==> src/rtl/alu_seq_if.sv <==
// Bundle between the control unit, the sequencer and the shared 8-bit ALU.
// The slave side is the sequencer; the master side drives requests and the ALU result.
interface alu_seq_if #(
  parameter int OPW = 5
);
  logic           start;
  logic [1:0]     mop;
  logic [OPW-1:0] op_in;
  logic [7:0]     in_a;
  logic [7:0]     in_b;
  logic           busy;
  logic           done;
  logic [7:0]     result;
  logic [OPW-1:0] alu_op;
  logic [7:0]     alu_a;
  logic [7:0]     alu_b;
  logic [7:0]     alu_out;

  modport master (
    output start, mop, op_in, in_a, in_b,
    output alu_out,
    input  busy, done, result,
    input  alu_op, alu_a, alu_b
  );

  modport slave (
    input  start, mop, op_in, in_a, in_b,
    input  alu_out,
    output busy, done, result,
    output alu_op, alu_a, alu_b
  );
endinterface

==> src/rtl/alu_seq.sv <==
// Macro-op sequencer: runs SINGLE, SHLN, SHRN and shift-add MUL
// on the shared single-cycle ALU, one opcode per clock.
module alu_seq #(
  parameter int             OPW    = 5,
  parameter logic [OPW-1:0] OP_ADD = 5'd0,
  parameter logic [OPW-1:0] OP_LSL = 5'd7,
  parameter logic [OPW-1:0] OP_LSR = 5'd8
) (
  input logic       clk,
  input logic       rst,
  alu_seq_if.slave  bus
);

  typedef enum logic [2:0] {
    IDLE,
    SINGLE,
    SHIFT,
    M_ADD,
    M_LSL,
    M_LSR,
    DONE
  } state_e;

  localparam logic [1:0] MOP_SINGLE = 2'b00;
  localparam logic [1:0] MOP_SHLN   = 2'b01;
  localparam logic [1:0] MOP_SHRN   = 2'b10;
  localparam logic [1:0] MOP_MUL    = 2'b11;

  state_e         state_q;
  logic [7:0]     a_q;
  logic [7:0]     b_q;
  logic [7:0]     p_q;
  logic [3:0]     cnt_q;
  logic [OPW-1:0] op_q;
  logic [1:0]     mop_q;
  logic [7:0]     result_q;

  logic [3:0] cnt_d;

  // shift counts above 8 all flush the operand to zero
  assign cnt_d = bus.in_b[3] ? 4'd8 : bus.in_b[3:0];

  assign bus.busy   = (state_q != IDLE);
  assign bus.done   = (state_q == DONE);
  assign bus.result = result_q;

  always_comb begin
    bus.alu_op = OP_ADD;
    bus.alu_a  = 8'd0;
    bus.alu_b  = 8'd0;
    unique case (state_q)
      SINGLE: begin
        bus.alu_op = op_q;
        bus.alu_a  = a_q;
        bus.alu_b  = b_q;
      end
      SHIFT: begin
        bus.alu_op = (mop_q == MOP_SHRN) ? OP_LSR : OP_LSL;
        bus.alu_a  = a_q;
      end
      M_ADD: begin
        bus.alu_op = OP_ADD;
        bus.alu_a  = p_q;
        bus.alu_b  = a_q;
      end
      M_LSL: begin
        bus.alu_op = OP_LSL;
        bus.alu_a  = a_q;
      end
      M_LSR: begin
        bus.alu_op = OP_LSR;
        bus.alu_a  = b_q;
      end
      default: ;
    endcase
  end

  always_ff @(posedge clk or posedge rst) begin
    if (rst) begin
      state_q  <= IDLE;
      a_q      <= 8'd0;
      b_q      <= 8'd0;
      p_q      <= 8'd0;
      cnt_q    <= 4'd0;
      op_q     <= '0;
      mop_q    <= 2'b00;
      result_q <= 8'd0;
    end else begin
      unique case (state_q)
        IDLE: begin
          if (bus.start) begin
            a_q   <= bus.in_a;
            b_q   <= bus.in_b;
            op_q  <= bus.op_in;
            mop_q <= bus.mop;
            p_q   <= 8'd0;
            cnt_q <= cnt_d;
            unique case (bus.mop)
              MOP_SINGLE: state_q <= SINGLE;
              MOP_SHLN, MOP_SHRN: begin
                if (cnt_d == 4'd0) begin
                  result_q <= bus.in_a;
                  state_q  <= DONE;
                end else begin
                  state_q <= SHIFT;
                end
              end
              MOP_MUL: begin
                if (bus.in_b == 8'd0) begin
                  result_q <= 8'd0;
                  state_q  <= DONE;
                end else if (bus.in_b[0]) begin
                  state_q <= M_ADD;
                end else begin
                  state_q <= M_LSL;
                end
              end
              default: state_q <= IDLE;
            endcase
          end
        end
        SINGLE: begin
          result_q <= bus.alu_out;
          state_q  <= DONE;
        end
        SHIFT: begin
          a_q   <= bus.alu_out;
          cnt_q <= cnt_q - 4'd1;
          if (cnt_q == 4'd1) begin
            result_q <= bus.alu_out;
            state_q  <= DONE;
          end
        end
        M_ADD: begin
          p_q     <= bus.alu_out;
          state_q <= M_LSL;
        end
        M_LSL: begin
          a_q     <= bus.alu_out;
          state_q <= M_LSR;
        end
        M_LSR: begin
          b_q <= bus.alu_out;
          // p_q already holds any add from this iteration
          if (bus.alu_out == 8'd0) begin
            result_q <= p_q;
            state_q  <= DONE;
          end else if (bus.alu_out[0]) begin
            state_q <= M_ADD;
          end else begin
            state_q <= M_LSL;
          end
        end
        DONE: state_q <= IDLE;
        default: state_q <= IDLE;
      endcase
    end
  end

endmodule

==> src/flat_wrapper.sv <==
// flat-port wrapper written by rule: the top's interface ports become plain ports
module alu_seq_flat 
#(
  parameter int             OPW    = 5,
  parameter logic [OPW-1:0] OP_ADD = 5'd0,
  parameter logic [OPW-1:0] OP_LSL = 5'd7,
  parameter logic [OPW-1:0] OP_LSR = 5'd8
)
  (clk, rst, bus_start, bus_mop, bus_op_in, bus_in_a, bus_in_b, bus_alu_out, bus_busy, bus_done, bus_result, bus_alu_op, bus_alu_a, bus_alu_b);
  alu_seq_if #(.OPW(OPW)) bus_i ();
  input logic clk;
  input logic rst;
  input wire logic [$bits(bus_i.start)-1:0] bus_start;
  input wire logic [$bits(bus_i.mop)-1:0] bus_mop;
  input wire logic [$bits(bus_i.op_in)-1:0] bus_op_in;
  input wire logic [$bits(bus_i.in_a)-1:0] bus_in_a;
  input wire logic [$bits(bus_i.in_b)-1:0] bus_in_b;
  input wire logic [$bits(bus_i.alu_out)-1:0] bus_alu_out;
  output wire logic [$bits(bus_i.busy)-1:0] bus_busy;
  output wire logic [$bits(bus_i.done)-1:0] bus_done;
  output wire logic [$bits(bus_i.result)-1:0] bus_result;
  output wire logic [$bits(bus_i.alu_op)-1:0] bus_alu_op;
  output wire logic [$bits(bus_i.alu_a)-1:0] bus_alu_a;
  output wire logic [$bits(bus_i.alu_b)-1:0] bus_alu_b;
  assign bus_i.start = bus_start;
  assign bus_i.mop = bus_mop;
  assign bus_i.op_in = bus_op_in;
  assign bus_i.in_a = bus_in_a;
  assign bus_i.in_b = bus_in_b;
  assign bus_i.alu_out = bus_alu_out;
  assign bus_busy = bus_i.busy;
  assign bus_done = bus_i.done;
  assign bus_result = bus_i.result;
  assign bus_alu_op = bus_i.alu_op;
  assign bus_alu_a = bus_i.alu_a;
  assign bus_alu_b = bus_i.alu_b;
  alu_seq #(.OPW(OPW), .OP_ADD(OP_ADD), .OP_LSL(OP_LSL), .OP_LSR(OP_LSR)) u_core (.clk(clk), .rst(rst), .bus(bus_i));
endmodule
==> config.mk <==
export PLATFORM = sky130hd
export DESIGN_NAME = alu_seq_flat
export DESIGN_NICKNAME = d
export VERILOG_FILES = /design/src/rtl/alu_seq_if.sv /design/src/rtl/alu_seq.sv /design/src/flat_wrapper.sv
export SDC_FILE = /design/constraint.sdc
export NUM_CORES = 1
export LEC_CHECK = 0
export BUFFER_PORTS_ARGS = -buffer_cell sky130_fd_sc_hd__buf_2
export CAP_MARGIN = 20
export CORE_ASPECT_RATIO = 2
export CORE_UTILIZATION = 23
export DETAILED_ROUTE_END_ITERATION = 10
export PLACE_DENSITY = 0.49
export SYNTH_ARGS = -nofsm -noshare
export SYNTH_HDL_FRONTEND = slang
export SYNTH_SLANG_ARGS = --single-unit
==> constraint.sdc <==
create_clock -name clk -period 1.65 [get_ports clk]
set_input_delay 0.33 -clock clk [delete_from_list [all_inputs] [get_ports clk]]
set_output_delay 0.33 -clock clk [all_outputs]
set_load 0.01 [all_outputs]
# Word level (Yosys, flattened, before mapping)
# Index checks and enable logic that the tools add are counted.
op_classes:
  n_addsub: 1
  multipliers: 0
  n_div: 0
  magnitude_cmp: 0
  n_eq_ne: 17
  shifts: 0
  muxes: 29
  n_bitwise: 0
  n_reduce_logical: 21
ops:
  columns: ["cell", "n"]
  rows:
  - ["$pmux W8 S2", 5]
  - ["$mux W8", 8]
  - ["$pmux W8 S4", 1]
  - ["$pmux W8 S3", 1]
  - ["$mux W3", 7]
  - ["$pmux W5 S4", 1]
  - ["$pmux W3 S6", 1]
  - ["$logic_not A8 Y1", 2]
  - ["$mux W4", 3]
  - ["$reduce_and A2 Y1", 6]
  - ["$eq A3 B3 Y1 const B", 3]
  - ["$pmux W3 S3", 1]
  - ["$pmux W4 S2", 1]
  - ["$reduce_bool A2 Y1", 4]
  - ["$reduce_and A7 Y1", 1]
  - ["$eq A2 B2 Y1 const B", 3]
  - ["$eq A3 B2 Y1 const B", 2]
  - ["$ne A3 B2 Y1 const B", 2]
  - ["$eq A4 B1 Y1 const B", 1]
  - ["$logic_not A4 Y1", 1]
  - ["$ne A2 B1 Y1 const B", 2]
  - ["$reduce_bool A4 Y1", 1]
  - ["$reduce_or A2 Y1", 2]
  - ["$sub A4 B1 Y4 const B", 1]
  - ["other kinds (8)", 8]
word_totals:
  ff_bits: 46
  latchBits: 0
  ram_bits: 0
  rom_bits: 0
  output_inout_bits: 31
  memories: 0

# Logic depth before layout (Yosys ltp)
logic_depth:
  depth_word: 6
  mapped_depth: 7
  ltp_nobuf: 6

# Least setup slack after synthesis
# No wires, ideal clock.
synth_path:
  kind: "in2reg"
  from: "input port bus_mop[0]"
  to: "register u_core.result_q[0] (netlist: u_core.bus.result[0])"
  setup_ns: 0.125
  arrival_time_ns: 1.903
  required_time_ns: 1.525
  slack_ns: -0.378
  path_stages: 6
  cell_sequence: "inv_1 ha_1 or4b_2 o311ai_4 o2bb2ai_4 mux2_4"
synth_via:
  elab_chain_len: 5
synth_rtl:
  columns: ["item", "line", "rtl"]
  rows:
  - ["start: declaration", "flat_wrapper.sv:14", "input wire logic [$bits(bus_i.mop)-1:0] bus_mop;"]
  - ["$eq A2 B1 Y1 or $eq A2 B2 Y1 (tied branches)", "alu_seq.sv:98", "unique case (bus.mop)"]
  - ["$reduce_or A2 Y1", "alu_seq.sv:98", null]
  - ["$pmux W8 S2", "alu_seq.sv:98", null]
  - ["$mux W8", "alu_seq.sv:91", "if (bus.start) begin"]
  - ["$pmux W8 S4", "alu_seq.sv:89", "unique case (state_q)"]
  - ["end signal: assignment", "alu_seq.sv:102", "result_q <= bus.in_a;"]
  - ["end signal: assignment", "alu_seq.sv:123", "result_q <= bus.alu_out;"]
  - ["end signal: assignment", "alu_seq.sv:130", "result_q <= bus.alu_out;"]
  - ["end: declaration", "alu_seq.sv:36", "logic [7:0] result_q;"]
# Several ways; a longest one is shown, not always the timed one. The select of a mux whose other input is x is not followed.
# A chain may end at the register's enable or synchronous reset.

# Worst setup path in the final report
layout_path:
  from: "register u_core.state_q[0]"
  to: "output port bus_alu_a[6]"
layout_via:
  elab_chain_len: 3
layout_rtl:
  columns: ["item", "line", "rtl"]
  rows:
  - ["start: declaration", "alu_seq.sv:29", "state_e state_q;"]
  - ["start signal: assignment", "alu_seq.sv:80", "state_q <= IDLE;"]
  - ["start signal: assignment", "alu_seq.sv:99", "MOP_SINGLE: state_q <= SINGLE;"]
  - ["start signal: assignment", "alu_seq.sv:103", "state_q <= DONE;"]
  - ["$eq A3 B1 Y1 (tied with other cells)", "alu_seq.sv:51", "unique case (state_q)"]
  - ["$reduce_or A3 Y1 (no line)", null, null]
  - ["$pmux W8 S3 (*)", "alu_seq.sv:51", null]
  - ["end: declaration", "flat_wrapper.sv:23", "output wire logic [$bits(bus_i.alu_a)-1:0] bus_alu_a;"]
# Mark *: on every way between the ends. The rest lies on a longest branch, timed or not.

==> results.py <==
metrics = {
    "drt": {
        "drt_iter0_markers": 167,
        "drt_pass1_iterations": 4,
        "drc": 0,
        "wire_per_inst_um": 19.7,
        "drt_wl_total_mm": 12.5,
        "vias": 3243,
        "drt.antenna.violating_nets": 0,
        "viasPerCell": 5.09,
    },
    "synthesis": {
        "yosysUniqueCellTypes": 49,
        "syn_area_mm2": 0.00301,
        "ys.flop_type": "dfrtp_1",
        "synth_top_cell_area_share_pct": 38.2,
        "synthArstFlopShare_pct": 100,
        "synth_most_common_cell": "nand2_1",
        "synth_warnings": 0,
        "syn_nets": 376,
        "synthTopCellsByArea": "dfrtp_1 38%, nand2_1 7.5%, mux2i_1 6.3%",
        "syn_area_per_cell_um2": 8.91,
        "synth_edf_count": 0,
        "ys_seq_area_share_pct": 38.2,
        "synth_top_area_cell": "dfrtp_1",
        "synth.cells.most_frequent": "60 x nand2_1, 46 x dfrtp_1, 25 x nor2_1",
        "syn-instance-count": 338,
        "ys_ff_latch": 46,
    },
    "global_route": {
        "grt_pass1_vias": 3335,
        "track_usage_pct": 18.6,
        "grt_pass1_wl_mm": 19.2,
        "grt_overflow": 0,
        "grt_max_degree": 47,
        "antenna_found_initial": 0,
    },
    "die": {
        "die_w_um": 82.9,
        "die_h_um": 164,
        "ioPinCount": 65,
        "num_rows": 58,
        "die-area_mm2": 0.0136,
        "start_util_pct": 23.7,
        "core_mm2": 0.0127,
    },
    "finish": {
        "final_nets": 525,
        "fin_cells": 637,
        "drive_above_1_share_pct": 57.5,
        "fillerInstances": 1236,
        "postLayoutCellArea_mm2": 0.00508,
        "area_growth_pct": 68.6,
        "multiInputGateArea_mm2": 0.00219,
        "antennaDiodeCount": 0,
        "regArea_mm2": 0.00115,
    },
    "clock_tree": {
        "cts_buffers": 5,
        "tritoncts": "done",
        "cts_hold_buf": 0,
        "clock_sinks": 46,
        "clock-root-buffer": "clkbuf_16",
        "htree_levels": 2,
        "insertion_delay_ns": 0.29,
        "clockBufferDepth": 2,
        "cts.reportedPaths.clkPinSlew_ns": 0.06,
    },
    "setup_path": {
        "cp.arrival_ns": 1.71,
        "r2r-start": "u_core.state_q[0]$_DFFE_PP0P_",
        "crit_path_start_kind": "flop",
        "critPathCaptureType": "output pin",
        "worstSetupPathType": "reg -> out",
        "crit_required_ns": 1.32,
        "critPathMaxFanout": 9,
        "reg2reg_setup_slack_ns": -0.31,
        "r2r_cells": 7,
        "r2r_end": "u_core.bus.result[2]$_DFFE_PP0P_",
    },
    "place": {
        "place_congestion": 0.838,
        "dpl.hpwl_mm": 8.96,
        "dpl.cell_count": 601,
        "portBuffers": 64,
        "place_area_mm2": 0.00405,
    },
    "timing": {
        "whs_ns": 0.0637,
        "fin_crit_ns": 2.04,
        "maxSlewViolCount": 0,
        "rsz0062_at_grt": "true",
        "period_share_pct": 124,
        "fmax_ghz": 0.491,
        "final.setup.tns_ns": -11.11,
        "clock_skew_ns": 0.00423,
        "final-setup-viol-count": 65,
        "layout_setup_ws_ns": -0.388,
        "hold_viol": 0,
        "slew_headroom_pct": 56.7,
        "worst_slew_pin_slew_ns": 0.646,
    },
    "run_status": {
        "status": "complete, but fails checks",
        "violations": "negative setup slack",
    },
    "power": {
        "power_density_mw_per_mm2": 2130,
        "vdd_ir_drop_max_uv": 909,
        "power_leakage_nw": 2.34,
    },
    "hold_path": {
        "hp-class": "in -> async",
    },
    "job": {
        "maxCapViolCount": 0,
    },
}
==> kinds of logic after synthesis <==
group           count (synthesis)  synth area share (%)
fa+ha+maj                       4                  1.66
flops                          46                  38.2
buf+inv                        32                  4.86
xor+xnor                        1                 0.291
simple gates                  145                  24.1
mux                            34                  12.9
compound gates                 76                  18.0
==> state kept, by name, summed over array words and instances (netlist names) <==
name	cells
u_core.cnt_q	4
u_core.op_q	5
u_core.a_q	8
u_core.state_q	3
u_core.bus.result	8
u_core.b_q	8
u_core.mop_q	2
u_core.p_q	8
==> cell usage in the layout, fill, tap and decap left out, types with 9 or more instances in the layout <==
cell type,instances
nor2_1,15
dfrtp_1,43
buf_2,61
buf_6,29
mux2_4,11
nand2_1,50
o21ai_1,13
buf_4,58
mux2i_1,14
a221o_1,9
nand3_2,9
a21oi_1,14
==> power by group <==
part	leakage, nW	internal (mW)	switching [mW]
clock network	0.0829	0.749	0.450
registers	0.563	1.67	0.569
logic	1.69	3.93	3.46
total	2.34	6.35	4.48
==> worst max-delay path: stages, from the launching register on <==
cell     delay, ns
dfrtp_2       0.43
buf_6         0.14
buf_12        0.13
nor2b_4       0.10
a21oi_1       0.05
mux2_4        0.26
o22ai_2       0.15
buf_2         0.15
==> worst max path at each step <==
stage | from | to | slack, ns | cells after the start
floorplan | bus_mop[1] | u_core.bus.result[0]$_DFFE_PP0P_ | -0.12 | 6
global placement | bus_mop[1] | u_core.bus.result[5]$_DFFE_PP0P_ | -0.39 | 7
detailed placement | bus_mop[1] | u_core.bus.result[3]$_DFFE_PP0P_ | -0.42 | 7
CTS | u_core.state_q[0]$_DFFE_PP0P_ | bus_alu_a[6] | -0.40 | 7
global route | u_core.state_q[0]$_DFFE_PP0P_ | bus_alu_a[3] | -0.42 | 7
finish | u_core.state_q[0]$_DFFE_PP0P_ | bus_alu_a[6] | -0.39 | 7
==> final cells by class <==
cell class                 count  share of cell area, %
multi-input combinational    262                   43.1
timing repair buffer         162                   26.0
sequential                    46                   22.8
tap                          150                   3.70
clock buffer                   6                   2.74
inverter                      10                   1.08
clock inverter                 1                  0.592
==> per-layer routing <==
layer	vias to the layer above	wire length, µm	track usage (%)
met1	1608	4250	18.4
met5	-	0	0
met2	96	7170	36.5
met4	0	758	11.8
met3	32	373	1.86
li1	1507	-	-
==> metrics by stage <==
step           total power [mW]  setup WS (ns)  utilization [%]
3_5_place_dp               7.48         -0.420             31.9
4_1_cts                    10.2         -0.401             38.0
5_1_grt                    11.4         -0.425             40.0
3_3_place_gp               7.38         -0.395             31.9
6_report                   10.8         -0.388             40.0
2_1_floorplan              5.28         -0.116                -
==> repair_timing <==
item / in CTS / in global routing
pin swaps: 33 / 41
resized for setup: 98 / 66
setup endpoints to repair: 65 / 68
cloned: 5 / 1
buffers inserted: 20 / 11
Note: power is estimated with default switching activity, not from simulation.
